File: src/rtl/signal_modulation_pipe.sv
// Pipelined M-sequence/DDS modulator: combines DDS<<DDS_SHIFT with MSEQ*K per
// sample mode and emits the result as a float32 scaled by 2^-EXP_OFFSET.
module signal_modulation_pipe #(
  parameter int unsigned W          = 16,
  parameter int unsigned DDS_SHIFT  = 10,
  parameter int unsigned EXP_OFFSET = 26
) (
  input  logic          MSEQ_clk,
  input  logic          MSEQ_rst_n,
  input  logic          in_valid,
  input  logic [1:0]    mode,
  input  logic [W-1:0]  MSEQ_signal,
  input  logic [W-1:0]  para_K,
  input  logic [15:0]   DDS_signal,
  output logic [31:0]   Signal_Send,
  output logic          Signal_Send_valid,
  output logic          uflow
);

  localparam int unsigned PW = 2 * W;
  localparam int unsigned SW = 2 * W + 2;
  localparam int unsigned MW = 2 * W + 1;
  localparam int unsigned IW = $clog2(MW);
  localparam int          EXP_MAX = 127 + int'(PW) - int'(EXP_OFFSET);
  localparam logic signed [10:0] EXP_BIAS = 11'(127 - int'(EXP_OFFSET));

  if (W < 4 || W > 16) begin : g_bad_width
    $error("signal_modulation_pipe: W must be within 4..16");
  end
  if (DDS_SHIFT + 16 > PW) begin : g_bad_shift
    $error("signal_modulation_pipe: DDS_SHIFT+16 must not exceed 2W");
  end
  if (EXP_OFFSET > 150) begin : g_bad_offset
    $error("signal_modulation_pipe: EXP_OFFSET must be within 0..150");
  end
  if (EXP_MAX >= 255) begin : g_exp_overflow
    $error("signal_modulation_pipe: exponent field can reach 255");
  end

  // Stage 1: product, shifted DDS sample and sideband
  logic          s1_valid;
  logic [1:0]    s1_mode;
  logic [PW-1:0] s1_prod;
  logic [PW-1:0] s1_dds;

  always_ff @(posedge MSEQ_clk or negedge MSEQ_rst_n) begin
    if (!MSEQ_rst_n) begin
      s1_valid <= 1'b0;
      s1_mode  <= '0;
      s1_prod  <= '0;
      s1_dds   <= '0;
    end else begin
      s1_valid <= in_valid;
      if (in_valid) begin
        s1_mode <= mode;
        s1_prod <= PW'(MSEQ_signal) * PW'(para_K);
        s1_dds  <= PW'(DDS_signal) << DDS_SHIFT;
      end
    end
  end

  // Stage 2: mode-selected two's complement sum
  logic          s2_valid;
  logic [SW-1:0] s2_sum;
  logic [SW-1:0] sum_c;

  always_comb begin
    sum_c = '0;
    case (s1_mode)
      2'd0:    sum_c = SW'(s1_dds) + SW'(s1_prod);
      2'd1:    sum_c = SW'(s1_dds);
      2'd2:    sum_c = SW'(s1_prod);
      default: sum_c = SW'(s1_dds) - SW'(s1_prod);
    endcase
  end

  always_ff @(posedge MSEQ_clk or negedge MSEQ_rst_n) begin
    if (!MSEQ_rst_n) begin
      s2_valid <= 1'b0;
      s2_sum   <= '0;
    end else begin
      s2_valid <= s1_valid;
      if (s1_valid) s2_sum <= sum_c;
    end
  end

  // Stage 3: sign/magnitude split and leading-one position
  logic          s3_valid;
  logic          s3_neg;
  logic          s3_zero;
  logic [MW-1:0] s3_mag;
  logic [IW-1:0] s3_msb;
  logic          neg_c;
  logic [MW-1:0] mag_c;
  logic [IW-1:0] msb_c;

  always_comb begin
    neg_c = s2_sum[SW-1];
    mag_c = neg_c ? MW'(~s2_sum + SW'(1)) : MW'(s2_sum);
    msb_c = '0;
    for (int i = 0; i < int'(MW); i++) begin
      if (mag_c[i]) msb_c = IW'(i);
    end
  end

  always_ff @(posedge MSEQ_clk or negedge MSEQ_rst_n) begin
    if (!MSEQ_rst_n) begin
      s3_valid <= 1'b0;
      s3_neg   <= 1'b0;
      s3_zero  <= 1'b0;
      s3_mag   <= '0;
      s3_msb   <= '0;
    end else begin
      s3_valid <= s2_valid;
      if (s2_valid) begin
        s3_neg  <= neg_c;
        s3_zero <= (mag_c == '0);
        s3_mag  <= mag_c;
        s3_msb  <= msb_c;
      end
    end
  end

  // Stage 4: biased exponent and truncated mantissa below the leading one
  logic                s4_valid;
  logic                s4_neg;
  logic                s4_zero;
  logic signed [10:0]  s4_exp;
  logic [22:0]         s4_man;
  logic signed [10:0]  exp_c;
  logic [22:0]         man_c;

  always_comb begin
    exp_c = EXP_BIAS + 11'(s3_msb);
    man_c = 23'(({s3_mag, 23'b0} << (IW'(MW - 1) - s3_msb)) >> (MW - 1));
  end

  always_ff @(posedge MSEQ_clk or negedge MSEQ_rst_n) begin
    if (!MSEQ_rst_n) begin
      s4_valid <= 1'b0;
      s4_neg   <= 1'b0;
      s4_zero  <= 1'b0;
      s4_exp   <= '0;
      s4_man   <= '0;
    end else begin
      s4_valid <= s3_valid;
      if (s3_valid) begin
        s4_neg  <= s3_neg;
        s4_zero <= s3_zero;
        s4_exp  <= exp_c;
        s4_man  <= man_c;
      end
    end
  end

  // Output: pack, flushing exact zero and exponent underflow; hold across bubbles
  always_ff @(posedge MSEQ_clk or negedge MSEQ_rst_n) begin
    if (!MSEQ_rst_n) begin
      Signal_Send       <= '0;
      Signal_Send_valid <= 1'b0;
      uflow             <= 1'b0;
    end else begin
      Signal_Send_valid <= s4_valid;
      if (s4_valid) begin
        if (s4_zero) begin
          Signal_Send <= '0;
          uflow       <= 1'b0;
        end else if (s4_exp <= 11'sd0) begin
          Signal_Send <= {s4_neg, 31'b0};
          uflow       <= 1'b1;
        end else begin
          Signal_Send <= {s4_neg, s4_exp[7:0], s4_man};
          uflow       <= 1'b0;
        end
      end
    end
  end

endmodule
File: config.mk
export PLATFORM = sky130hd
export DESIGN_NAME = signal_modulation_pipe
export DESIGN_NICKNAME = d
export VERILOG_FILES = /design/src/rtl/signal_modulation_pipe.sv
export SDC_FILE = /design/constraint.sdc
export NUM_CORES = 1
export LEC_CHECK = 0
export BUFFER_PORTS_ARGS = -buffer_cell sky130_fd_sc_hd__buf_2
export CAP_MARGIN = 10
export CORE_MARGIN = 5
export CORE_UTILIZATION = 60
export CTS_CLUSTER_DIAMETER = 200
export DETAILED_ROUTE_END_ITERATION = 8
export PLACE_DENSITY = 0.88
export SLEW_MARGIN = 20
export SYNTH_ARGS = -nofsm -noshare
export SYNTH_HDL_FRONTEND = slang
export SYNTH_SLANG_ARGS = --single-unit
File: constraint.sdc
create_clock -name MSEQ_clk -period 5.65 [get_ports MSEQ_clk]
set_input_delay 0.565 -clock MSEQ_clk [delete_from_list [all_inputs] [get_ports MSEQ_clk]]
set_output_delay 0.565 -clock MSEQ_clk [all_outputs]
set_load 0.05 [all_outputs]
; ---- After elaboration in Yosys (flattened, before gate mapping)
; Cells that the tools add are included.
[op_classes]
n_mul = 1
n_eq_ne = 2
n_mux = 38
addsub = 5
n_lt_le_gt_ge = 1
shifts = 1
bitwise_logic = 1
reduce_logical = 2
[ops]
columns = operator, n
row1 = 2-to-1 mux 6 bit, 31
row2 = one-hot mux 34 bit (3 select lines), 1
row3 = << shifter 56 x 6 -> 55 bit, 1
row4 = adder 26 x 32 -> 33 bit, 1
row5 = adder 33 x 1 -> 33 bit (second input constant), 1
row6 = logical NOT 33 bit, 1
row7 = 2-to-1 mux 33 bit, 1
row8 = NOT 33 bit, 1
row9 = subtractor 26 x 32 -> 33 bit, 1
row10 = multiplier 16 x 16 -> 32 bit, 1
row11 = 2-to-1 mux 32 bit, 1
row12 = 2-to-1 mux 31 bit, 1
row13 = less-or-equal comparator 11 x 1 -> 1 bit (second input constant), 1
row14 = adder 7 x 6 -> 8 bit (first input constant), 1
row15 = subtractor 6 bit (first input constant), 1
row16 = 2-to-1 mux 1 bit, 3
row17 = == test 2 x 1 -> 1 bit (second input constant), 1
row18 = == test 2 bit (second input constant), 1
row19 = logical NOT 2 bit, 1
[totals]
wordCells = 70
register_bits = 199
out_inout_bits = 34
in_bits = 53

; ---- Logic depth before layout (Yosys ltp)
; Gate-level depths: netlist (run 1).
[depth]
depth_word = 35
depth_mapped = 23
depth_no_buf = 22

; ---- Least setup slack after synthesis (run 1)
; Ideal clock, no wire load.
[synth_path]
kind = input-to-reg
from = in para_K[15]
to = reg s1_prod[28]
t_required_ps = 5525
n_path_buf = 2
path_slack_ps = -422
t_arrival_ps = 5948
stages = 21
path_cell_list = clkbuf_1 -> nand2_1 -> fa_1 -> inv_1 -> fa_1 -> fa_1 -> inv_1 -> fa_1 -> inv_1 -> fa_1 -> fa_1 -> ha_1 -> clkbuf_1 -> a21oi_1 -> o21ai_0 -> a211oi_1 -> nor3b_1 -> o22ai_1 -> o21ai_0 -> xnor2_1 -> mux2_2
[synth_between]
elab_chain_len = 1
[synth_rtl]
columns = item, line
row1 = start: declaration, 13  ; input logic [W-1:0] para_K,
row2 = multiplier 16 x 16 -> 32 bit, 56  ; s1_prod <= PW'(MSEQ_signal) * PW'(para_K);
row3 = end signal: assignment, 56
row4 = end: declaration, 43  ; logic [PW-1:0] s1_prod;
; No other way between the ends.
; A chain may end at the register's enable or synchronous reset.

; ---- Worst setup path after layout (run 1)
[layout_path]
from = in para_K[5]
to = reg s1_prod[17]
; The elaborated chain is that of the path after synthesis.

==> flow_metrics.py, run 1 <==
metrics = {
    "route": {
        "wl_per_cell_um": 20.1,
        "wl_um": 62600,
        "antenna_left": 0,
        "firstDrtPassIters": 8,
        "vias": 19600,
        "vias_per_cell": 6.31,
        "drc": 0,
        "drt_iter0_markers": 1996,
    },
    "hold_path": {
        "hold_class": "in -> async",
    },
    "synth": {
        "netlist_top_cells_area": "dfrtp_1, fa_1, ha_1",
        "ys_seq_area_frac": 0.224,
        "synthDistinctLibCells": 84,
        "syn_area_per_cell_um2": 8.63,
        "yosysTopAreaCellShare": 0.224,
        "synth_nets": 2913,
        "netlist_area_mm2": 0.0218,
        "yosysTopAreaCell": "dfrtp_1",
        "synth_cells": 2525,
        "ys_ff_latch": 195,
        "ys.flop_type": "dfrtp_1",
        "synth_edf_count": 0,
        "ys_warn_count": 0,
        "synthArstFlopShare": 1.00,
    },
    "worst_setup_path": {
        "cp-start-kind": "input pin",
        "crit_arrival_ns": 6.15,
        "reg2regPathDepth": 10,
        "cp-startpoint": "para_K[5]",
        "worstPathRequired_ns": 6.02,
        "critPathKind": "in -> reg",
        "r2r_slack_ns": 1.64,
        "crit_path_end_kind": "register",
        "rr_startpoint": "s1_prod[0]$_DFFE_PN0P_",
        "r2r_end": "s2_sum[32]$_DFFE_PN0P_",
        "cp_max_fo": 9,
    },
    "place": {
        "hpwl_um": 44800,
        "place.gp.congestion": 0.984,
        "port_buffers": 86,
    },
    "clocking": {
        "cts_buffers": 17,
        "cts_root_buf": "clkbuf_16",
        "cts.reportedPaths.clkPinSlew_ns": 0.09,
        "ctsHoldBuffers": 0,
        "cts.htree.levels": 4,
        "cts_tree": "built",
        "insertion_delay_ns": 0.46,
        "cts_buffer_depth": 2,
        "numClockSinks": 195,
    },
    "status": {
        "outcome": "finished with violations",
        "violations": "negative setup slack",
    },
    "sta": {
        "max-slew-margin-rel": 0.295,
        "fin_ws_ns": -0.136,
        "fin_setup_tns_ns": -0.725,
        "slew_viol_final": 0,
        "max_freq_mhz": 173,
        "timing.final.crit_period_ns": 5.79,
        "timing.final.crit_share": 1.02,
        "setup_viol": 9,
        "worst_pin_slew_ns": 1.05,
        "rsz0062_at_grt": "true",
        "hold_viol_final": 0,
        "skew_ns": 0.0171,
        "timing.hold.ws_ns": 0.0874,
    },
    "finish": {
        "layout_commonest_cell": "inv_1",
        "register_area_mm2": 0.00488,
        "num-nets-final": 3024,
        "diodes": 0,
        "drive_above_1_share": 0.171,
        "fillers": 2509,
        "syn_to_final_growth_pct": 13.6,
        "multi_input_area_mm2": 0.0155,
        "mostFrequentLayoutCells": "inv_1, nand2_1, dfrtp_1",
    },
    "floorplan": {
        "start_util": 0.610,
        "die_h_um": 201,
        "dieWidth_um": 201,
        "io_pins": 87,
        "die_area_mm2": 0.0402,
        "core_area_mm2": 0.0357,
        "row_count": 69,
    },
    "grt": {
        "grt_overflow": 0,
        "grt_pass1_vias": 19300,
        "antenna_found_initial": 1,
        "grt_pass1_wl_um": 95500,
        "grt_max_degree": 73,
        "grt_usage": 0.282,
    },
    "flow_run": {
        "cap_viol_max_count": 0,
    },
}
## kinds of logic after synthesis
group / share of synthesized area
and+or+nand+nor: 0.178
AOI/OAI and AO/OA: 0.149
buffers and inverters: 0.0860
adders and majority gates: 0.260
DFF: 0.224
muxes: 0.0674
xor gates and xnor gates: 0.0357
## sequential cells by signal (all words and copies together), names as in the netlist, 2 cells and up
name         count
s2_sum          34
s1_prod         32
s3_msb           5
Signal_Send     32
s1_mode          2
s1_dds          16
s4_exp           8
s4_man          23
s3_mag          33
## per-layer routing
metal / routed length, um / track usage / vias up
met3: 5270 / 0.0417 / 336
met2: 30400 / 0.471 / 1172
li1: - / - / 8690
met1: 23600 / 0.372 / 9420
met5: 18 / 0 / -
met4: 3360 / 0.118 / 2
## per-stage QoR
step,instance area [um^2],util,std cells,worst slack [ns]
2_1_floorplan,22100,-,2525,-0.0374
3_3_place_gp,23400,0.656,3073,-0.519
3_5_place_dp,23400,0.656,3073,-0.653
4_1_cts,24200,0.676,3106,0.00174
5_1_grt,24800,0.693,3110,-0.297
6_report,24800,0.693,3110,-0.136
## worst max-delay path by stage
stage | end | slack [ns] | depth (start not counted)
final | s1_prod[17]$_DFFE_PN0P_ | -0.14 | 23
after global routing | s1_prod[17]$_DFFE_PN0P_ | -0.30 | 23
after CTS | s1_prod[31]$_DFFE_PN0P_ | 0.002 | 21
after detailed placement | s1_prod[23]$_DFFE_PN0P_ | -0.65 | 23
after global placement | s1_prod[23]$_DFFE_PN0P_ | -0.52 | 23
after floorplan | s1_prod[28]$_DFFE_PN0P_ | -0.04 | 18
## synthesized netlist by cell type, drive strengths merged, types with 9 or more instances
library cell / instances
inv: 352
nand2: 303
dfrtp: 195
fa: 195
nor2: 149
ha: 140
a21oi: 136
and2: 126
clkbuf: 117
o21ai: 114
xnor2: 59
mux2i: 50
mux2: 46
nor3: 46
a31oi: 30
a211oi: 29
xor2: 29
nand3: 28
o22ai: 26
buf: 22
mux4: 20
a21o: 19
nand4: 19
o211ai: 19
nor4: 18
nor2b: 17
o31ai: 17
nand3b: 14
o21a: 14
nand2b: 13
or3: 12
and3: 10
or2: 10
a32oi: 9
nor3b: 9
## area by class of cell
class	instances	area share
inverter	354	0.0537
sequential	195	0.197
clock buffer	17	0.0172
multi-input combinational	1837	0.627
clock inverter	15	0.00981
timing repair buffer	231	0.0715
tap	461	0.0233
## critical path: stages
cell	delay, ns
buf_12	0.11
nand2_2	0.09
fa_1	0.57
inv_2	0.06
fa_1	0.57
inv_2	0.05
fa_1	0.49
fa_1	0.51
inv_1	0.06
fa_1	0.49
inv_1	0.06
fa_1	0.50
inv_2	0.05
ha_4	0.16
buf_4	0.15
a21o_4	0.21
a211oi_4	0.32
nand3_2	0.17
a31oi_1	0.22
o21ai_1	0.16
a21oi_2	0.23
nand4b_1	0.17
o211ai_1	0.18
## repair_timing
item	CTS	global route
buffers inserted	1	4
resized for setup	12	158
setup endpoints to repair	4	18
pin swaps	5	77
Power of run 1 is not shown: default switching activity piles up to over one toggle a cycle in this logic, so the estimate is an artifact.
==> run 2, diff against run 1 <==
- CORE_UTILIZATION: 60 -> 50
- PLACE_DENSITY: 0.88 -> 0.77
- clock period: 5.65 -> 5.7 ns (I/O delays scaled with it)
==> run 2 against run 1 <==
The run now ends clean. Clock skew fell by 0.00059 ns. Flip-flop and latch count is the same. Worst hold slack better by 0.022 ns. Sequential share of layout area is 0.13 points lower. Setup slack better by 0.18 ns.
==> flow_metrics.py, run 2 (synthesized netlist as in run 1, its figures left out) <==
metrics = {
    "floorplan": {
        "dieWidth_um": 219,
        "core_area_mm2": 0.0431,
        "row_count": 76,
        "io_pins": 87,
        "die_area_mm2": 0.0479,
        "start_util": 0.506,
        "die_h_um": 219,
    },
    "sta": {
        "slew_viol_final": 0,
        "timing.final.crit_period_ns": 5.66,
        "hold_viol_final": 0,
        "setup_viol": 0,
        "skew_ns": 0.0165,
        "timing.hold.ws_ns": 0.109,
        "rsz0062_at_grt": "true",
        "max_freq_mhz": 177,
        "timing.final.crit_share": 0.993,
        "worst_pin_slew_ns": 1.07,
        "max-slew-margin-rel": 0.284,
        "fin_setup_tns_ns": 0,
    },
    "worst_setup_path": {
        "critPathKind": "in -> reg",
        "crit_slowest_cell": "fa_1",
        "worstPathRequired_ns": 6.04,
        "crit_arrival_ns": 6.00,
        "cp-start-kind": "input pin",
        "path_cells": "buf_12, buf_6, and2_4, fa_1, inv_1, fa_1, fa_1, fa_1, fa_1, inv_1, fa_1, ha_4, nand4_1, a21oi_2, and3_1, nand3_2, a31oi_4, o211ai_1, and3_1, o31a_1",
        "r2r_slack_ns": 1.80,
        "max_stage_delay_ns": 0.54,
        "cp-startpoint": "MSEQ_signal[10]",
        "rr_startpoint": "s2_sum[6]$_DFFE_PN0P_",
        "reg2regPathDepth": 8,
        "cpMostUsedCell": "fa_1",
        "cp_max_fo": 6,
        "crit_path_end_kind": "register",
        "r2r_end": "s3_zero$_DFFE_PN0P_",
    },
    "route": {
        "antenna_left": 0,
        "vias_per_cell": 5.76,
        "drt_iter0_markers": 1577,
        "wl_um": 57000,
        "drc": 0,
        "wl_per_cell_um": 17.6,
        "vias": 18700,
        "firstDrtPassIters": 7,
    },
    "finish": {
        "top_regs": "s2_sum (34), s3_mag (33)",
        "fin_cells": 3242,
        "top_register": "s2_sum",
        "layout_commonest_cell": "inv_1",
        "mostFrequentLayoutCells": "inv_1, nand2_1, dfrtp_1",
        "diodes": 0,
        "drive_above_1_share": 0.172,
        "largest_reg_flops": 34,
        "num-nets-final": 3032,
        "syn_to_final_growth_pct": 14.4,
    },
    "clocking": {
        "numClockSinks": 195,
        "cts_root_buf": "clkbuf_16",
        "cts_tree": "built",
        "cts.reportedPaths.clkPinSlew_ns": 0.09,
        "ctsHoldBuffers": 0,
        "insertion_delay_ns": 0.46,
        "cts.htree.levels": 4,
        "cts_buffers": 17,
        "cts_buffer_depth": 2,
    },
    "grt": {
        "grt_pass1_wl_um": 93600,
        "grt_max_degree": 73,
        "antenna_found_initial": 0,
        "grt_pass1_vias": 18600,
        "grt_overflow": 0,
        "grt_usage": 0.236,
    },
    "status": {
        "outcome": "completed",
    },
    "place": {
        "port_buffers": 86,
        "place.gp.congestion": 0.947,
        "dp_cells": 3201,
        "hpwl_um": 44900,
    },
    "hold_path": {
        "hold_class": "in -> async",
    },
    "flow_run": {
        "cap_viol_max_count": 0,
    },
}
## run 2: cell type report
cell class | count | area [um^2]
inverters | 354 | 1330
clock buffers | 17 | 425
repair buffers | 239 | 1820
multi-input cells | 1837 | 15500
clock inverters | 15 | 235
well taps | 585 | 732
flip-flops and latches | 195 | 4880
fillers | 3679 | 18200
## run 2: worst max path at each step
stage | end | slack, ns
6_report | s1_prod[31]$_DFFE_PN0P_ | 0.04
5_1_grt | s1_prod[31]$_DFFE_PN0P_ | -0.09
4_1_cts | s1_prod[31]$_DFFE_PN0P_ | 0.0008
3_5_place_dp | s1_prod[23]$_DFFE_PN0P_ | -0.65
3_3_place_gp | s1_prod[23]$_DFFE_PN0P_ | -0.53
2_1_floorplan | s1_prod[31]$_DFFE_PN0P_ | 0.003
## run 2: worst max-delay path, delay by kind of cell
| kind | cells | cell delay, ns |
|---|---|---|
| AOI/OAI and AO/OA | 4 | 0.83 |
| and+or+nand+nor | 5 | 0.84 |
| adders and majority gates | 7 | 3.43 |
| buffers and inverters | 4 | 0.33 |
## run 2: timing repair
| action | 4_1_cts | 5_1_grt |
|---|---|---|
| pin swaps | 3 | 79 |
| gates resized for setup | 8 | 151 |
| setup buffers | 0 | 9 |
| endpoints found under the setup margin | 5 | 18 |
| endpoints found under the hold margin | 0 | 0 |
## run 2: routing by layer
layer | GRT usage | up-vias | wire length (um)
met5 | 0 | - | 0
met4 | 0.0676 | 0 | 1720
met3 | 0.0285 | 112 | 2910
met2 | 0.393 | 601 | 27600
met1 | 0.328 | 9241 | 24800
li1 | - | 8711 | -
## run 2: through the flow
step	setup slack (ns)	util	instance area, um^2
after floorplan	0.00321	-	22000
after global placement	-0.535	0.548	23600
after detailed placement	-0.647	0.548	23600
after CTS	0.000780	0.564	24300
after global routing	-0.0857	0.579	24900
final	0.0421	0.579	24900
Power of run 2 is left out for the same reason.
